**src/rtl/synth_pkg.sv**
```systemverilog
// Shared types for the keyboard front end: key count, note index and
// scheduler state encoding, plus a lowest-set-bit helper for arbitration.
package synth_pkg;

   localparam int NUM_KEYS = 12;

   typedef logic [3:0] note_idx_t;

   typedef enum logic [1:0] {
      IDLE = 2'd0,
      PLAY = 2'd1,
      WAIT = 2'd2
   } sched_state_t;

   // Index of the lowest set bit; 0 when the vector is empty.
   function automatic note_idx_t lowest_idx(input logic [NUM_KEYS-1:0] v);
      note_idx_t r;
      r = '0;
      for (int i = NUM_KEYS - 1; i >= 0; i--) begin
         if (v[i]) r = note_idx_t'(i);
      end
      return r;
   endfunction

endpackage

```
**src/rtl/key_debouncer.sv**
```systemverilog
// Single-key debouncer: the stable level flips only after the raw input has
// disagreed with it on DEBOUNCE_TICKS consecutive sample ticks.
module key_debouncer #(
   parameter int DEBOUNCE_TICKS = 240
) (
   input  logic clk,
   input  logic rst,
   input  logic sample_tick,
   input  logic raw,
   output logic db
);

   logic [7:0] cnt;

   always_ff @(posedge clk) begin
      if (rst) begin
         db  <= 1'b0;
         cnt <= '0;
      end else if (sample_tick) begin
         if (raw != db) begin
            if (cnt == 8'(DEBOUNCE_TICKS - 1)) begin
               db  <= ~db;
               cnt <= '0;
            end else begin
               cnt <= cnt + 8'd1;
            end
         end else begin
            // any sample agreeing with the stable level restarts the count
            cnt <= '0;
         end
      end
   end

endmodule

```
**src/rtl/note_key_scheduler.sv**
```systemverilog
// Debounced last-note-priority key arbitration; note changes are deferred to
// a wave half-period boundary (or a tick timeout) so no half-cycle is cut short.
module note_key_scheduler
   import synth_pkg::*;
#(
   parameter int DEBOUNCE_TICKS = 240,
   parameter int EDGE_TIMEOUT   = 255
) (
   input  logic        clk,
   input  logic        rst,
   input  logic [11:0] keys,
   input  logic        sample_tick,
   input  logic        wave_edge,
   output logic [11:0] key_sel,
   output logic        note_on,
   output logic [3:0]  note_idx,
   output logic        pending,
   output logic [1:0]  dbg_state
);

   logic [NUM_KEYS-1:0] db, db_prev, press;
   note_idx_t           latest, latest_n;
   logic                lvalid, lvalid_n;

   sched_state_t        state, state_n;
   note_idx_t           idx_n;
   logic                on_n;
   logic [11:0]         sel_n;
   logic [7:0]          tcnt, tcnt_n;
   logic                timeout_hit;

   for (genvar i = 0; i < NUM_KEYS; i++) begin : g_db
      key_debouncer #(.DEBOUNCE_TICKS(DEBOUNCE_TICKS)) u_db (
         .clk         (clk),
         .rst         (rst),
         .sample_tick (sample_tick),
         .raw         (keys[i]),
         .db          (db[i])
      );
   end

   assign press = db & ~db_prev;

   // Press first, then fall back to the lowest held key if latest is gone.
   always_comb begin
      latest_n = latest;
      lvalid_n = lvalid;
      if (|press) begin
         latest_n = lowest_idx(press);
         lvalid_n = 1'b1;
      end
      if (!(lvalid_n && db[latest_n])) begin
         lvalid_n = |db;
         latest_n = (|db) ? lowest_idx(db) : '0;
      end
   end

   assign timeout_hit = sample_tick && (tcnt == 8'(EDGE_TIMEOUT - 1));

   always_comb begin
      state_n = state;
      idx_n   = note_idx;
      on_n    = note_on;
      tcnt_n  = tcnt;
      case (state)
         IDLE: begin
            if (lvalid) begin
               idx_n   = latest;
               on_n    = 1'b1;
               state_n = PLAY;
            end
         end
         PLAY: begin
            if (!lvalid || latest != note_idx) begin
               state_n = WAIT;
               tcnt_n  = '0;
            end
         end
         WAIT: begin
            if (lvalid && latest == note_idx) begin
               state_n = PLAY;
            end else if (wave_edge || timeout_hit) begin
               on_n    = lvalid;
               idx_n   = lvalid ? latest : '0;
               state_n = lvalid ? PLAY : IDLE;
            end else if (sample_tick) begin
               tcnt_n = tcnt + 8'd1;
            end
         end
         default: state_n = IDLE;
      endcase
      sel_n = on_n ? (12'd1 << idx_n) : 12'd0;
   end

   always_ff @(posedge clk) begin
      if (rst) begin
         db_prev  <= '0;
         latest   <= '0;
         lvalid   <= 1'b0;
         state    <= IDLE;
         note_idx <= '0;
         note_on  <= 1'b0;
         key_sel  <= '0;
         tcnt     <= '0;
      end else begin
         db_prev  <= db;
         latest   <= latest_n;
         lvalid   <= lvalid_n;
         state    <= state_n;
         note_idx <= idx_n;
         note_on  <= on_n;
         key_sel  <= sel_n;
         tcnt     <= tcnt_n;
      end
   end

   assign pending   = (state == WAIT);
   assign dbg_state = state;

endmodule

```
**config.mk**
```make
export PLATFORM = sky130hd
export DESIGN_NAME = note_key_scheduler
export DESIGN_NICKNAME = d
export VERILOG_FILES = /design/src/rtl/synth_pkg.sv /design/src/rtl/key_debouncer.sv /design/src/rtl/note_key_scheduler.sv
export SDC_FILE = /design/constraint.sdc
export NUM_CORES = 1
export LEC_CHECK = 0
export BUFFER_PORTS_ARGS = -buffer_cell sky130_fd_sc_hd__buf_4
export CAP_MARGIN = 20
export CORE_ASPECT_RATIO = 1.75
export CORE_MARGIN = 3
export CORE_UTILIZATION = 50
export DETAILED_ROUTE_END_ITERATION = 12
export PLACE_DENSITY = 0.67
export SYNTH_ARGS = -nofsm -noshare
export SYNTH_HDL_FRONTEND = slang
export SYNTH_SLANG_ARGS = --single-unit
```
**constraint.sdc**
```tcl
create_clock -name clk -period 5.7 [get_ports clk]
set_input_delay 1.14 -clock clk [delete_from_list [all_inputs] [get_ports clk]]
set_output_delay 1.14 -clock clk [all_outputs]
set_load 0.02 [all_outputs]
```
==> impl_metrics.json <==
{
  "holdBufCountCts": 0,
  "tightest_slew_ns": 0.801,
  "ir_drop_mv": 0.183,
  "clock-sinks": 152,
  "async_flop_share_pct": 0,
  "cp-start-kind": "input pin",
  "die_x_um": 94.8,
  "critical_path_class": "in2reg",
  "ys_seq_area_share_pct": 44.1,
  "clock_skew_ns": 0.0157,
  "clockRootBuffer": "clkbuf_16",
  "drc": 0,
  "grt_pass1_wl_mm": 23.3,
  "wl_per_cell_um": 13.3,
  "start_util_pct": 51.3,
  "gp_congestion": 0.888,
  "synth_top_area_cell": "dfxtp_1",
  "cts_tree": "built",
  "numCtsBuffers": 17,
  "clkLatencyLatePin_ns": 0.41,
  "layout_common_cells": "nor2_1 (167), dfxtp_1 (152), xnor2_1 (55)",
  "outcome": "completed",
  "hold_path.class": "reg2reg",
  "dp_slack_ns": 2.18,
  "n_fill_cell": 1190,
  "ys.flop_type": "dfxtp_1",
  "worstPathCellList": "buf_4 > nand4_1 > o21bai_1 > o211ai_1 > o21a_1 > a22oi_1 > nand2_1 > or2_2 > nor2_1",
  "setup_viol": 0,
  "finalCriticalPeriod_ns": 3.11,
  "yosysWarnings": 0,
  "syn_nets": 815,
  "grt_usage_pct": 18.6,
  "setup_ws_ns": 2.59,
  "dp_cells": 972,
  "grt_overflow": 0,
  "synthCells": 785,
  "cts_setup_buffers": 0,
  "critPathCaptureType": "flop",
  "diodes": 0,
  "htreeDepth": 4,
  "antenna_found_initial": 0,
  "cap_violations": 0,
  "worstPathArrival_ns": 3.45,
  "p_per_area_nw_per_um2": 285,
  "slew_violations": 0,
  "rsz0062_at_grt": "false",
  "clk_pin_slew_ns": 0.06,
  "final_cells": 1002,
  "path_delay_family": "compound AO/OA/AOI/OAI gates",
  "vias": 5436,
  "worstPathMaxFanout": 35,
  "power_mw": 2.24,
  "row_count": 56,
  "cts_buffer_depth": 2,
  "period_share_pct": 54.5,
  "drt-total-wl_mm": 13.4,
  "p_leak_nw": 2.77,
  "grt_pass1_vias": 5499,
  "yosys.area.top_type_share_pct": 44.1,
  "cts_resized": 0,
  "drtAntennaViolNets": 0,
  "nNetsFinal": 847,
  "hold_viol": 0,
  "initialDrtViolationCount": 274,
  "ys_ff_latch": 152,
  "final_common_cell": "nor2_1",
  "dr.pass1.iters": 4,
  "grt_max_degree": 79,
  "synth.avg_cell_area_um2": 8.80,
  "synth_edf_count": 0,
  "core_region_area_um2": 13500,
  "dp_hpwl_mm": 9.68,
  "fmax_mhz": 322,
  "vias_per_cell": 5.43,
  "synth_area_um2": 6910,
  "relSlewSlack_pct": 45.8,
  "slowest_delay_ns": 0.46,
  "cp.required_ns": 6.04,
  "die_h_um": 161,
  "setup_tns_ns": 0,
  "post_synth_num_cell_types": 54,
  "critPathBufInv": 1,
  "num_io_pins": 36,
  "area_growth_pct": 13.9,
  "io_buffers": 35,
  "dieArea_um2": 15300,
  "synth.area.top_cells": "dfxtp_1 (44%), nor2_1 (9.1%), xnor2_1 (7.0%)",
  "drive_gt1_share_pct": 9.78,
  "worst_path_max_delay_cell": "a22oi_1"
}
cell families (layout without fill, tap and decap cells):
group	Yosys count	count (layout)	share of synthesized area, %
compound gates	102	102	10.1
xor+xnor	95	95	12.0
fa+ha+maj	14	14	2.54
buf+inv	40	83	2.39
flops	152	152	44.1
mux	19	19	3.17
simple gates	363	363	25.7
cell usage after synthesis, types with 3 or more instances:
cell	count
or2_2	3
a211o_1	12
a211oi_1	6
mux2i_1	14
a21oi_1	31
inv_1	17
nand3_1	22
nand4_1	29
xor2_1	40
ha_1	14
nor4_1	4
nor3_1	19
or3_1	4
a22oi_1	3
o21ai_0	19
buf_1	7
a221oi_1	3
o211ai_1	8
nor2b_1	15
nor4b_1	4
dfxtp_1	152
o21bai_1	5
nand3b_1	9
nand2b_1	21
xnor2_1	55
nand4b_1	9
nand2_1	45
mux2_4	3
nor2_1	167
a22o_1	3
clkbuf_1	14
layer usage:
metal	wire length (um)	track usage [%]	part of all wire [%]	up-vias
li1	-	-	-	2765
met1	5330	19.2	40	2543
met2	7220	34.7	54	98
met3	459	4.29	3.4	30
met4	350	7.88	2.6	0
met5	0	0	0	-
sequential cells by signal, summed over array words and instances, names as in the netlist:
name	flops
g_db.u_db.cnt	96
db_prev	12
g_db.u_db.db	12
key_sel	12
tcnt	8
latest	4
note_idx	4
dbg_state	2
lvalid	1
note_on	1
report_power, final:
part	leakage, nW	switching [mW]	internal [mW]
registers	1.23	0.0100	1.07
clock network	0.279	0.407	0.674
logic	1.26	0.0477	0.0323
total	2.77	0.465	1.78
per-stage QoR:
stage / hold slack (ns) / area (um^2) / util [%]
final: 0.490 / 7870 / 58.5
after detailed placement: 0.482 / 7290 / 54.2
after global placement: 0.475 / 7290 / 54.2
after floorplan: 0.463 / 6910 / -
after CTS: 0.492 / 7870 / 58.5
after global routing: 0.520 / 7870 / 58.5
worst paths after layout:
path / start / to / slack, ns / depth (start not counted)
hold / removal: g_db[1].u_db.cnt[1]$_SDFFE_PP0P_ / g_db[1].u_db.cnt[1]$_SDFFE_PP0P_ / 0.49 / 2
setup / recovery: sample_tick / key_sel[11]$_SDFF_PP0_ / 2.59 / 9
hold reg to reg: g_db[1].u_db.cnt[1]$_SDFFE_PP0P_ / g_db[1].u_db.cnt[1]$_SDFFE_PP0P_ / 0.49 / 2
setup reg to reg: g_db[9].u_db.db$_SDFFE_PP0P_ / latest[3]$_SDFF_PP0_ / 2.63 / 8
worst register-to-register path, delay by kind of cell (launching register included):
family | cells | cell delay, ns
simple gates | 3 | 1.33
compound gates | 4 | 0.88
flops | 1 | 0.39
mux | 1 | 0.34
cell type report:
cell class | instances | area (um^2) | share of cell area (%)
repair buffers | 36 | 270 | 3.44
flip-flops and latches | 152 | 3040 | 38.7
inverters | 17 | 63.8 | 0.811
clock buffers | 23 | 478 | 6.08
well taps | 174 | 218 | 2.77
clock inverters | 7 | 95.1 | 1.21
multi-input cells | 593 | 3700 | 47.0
(Power assumes the default switching activity.)
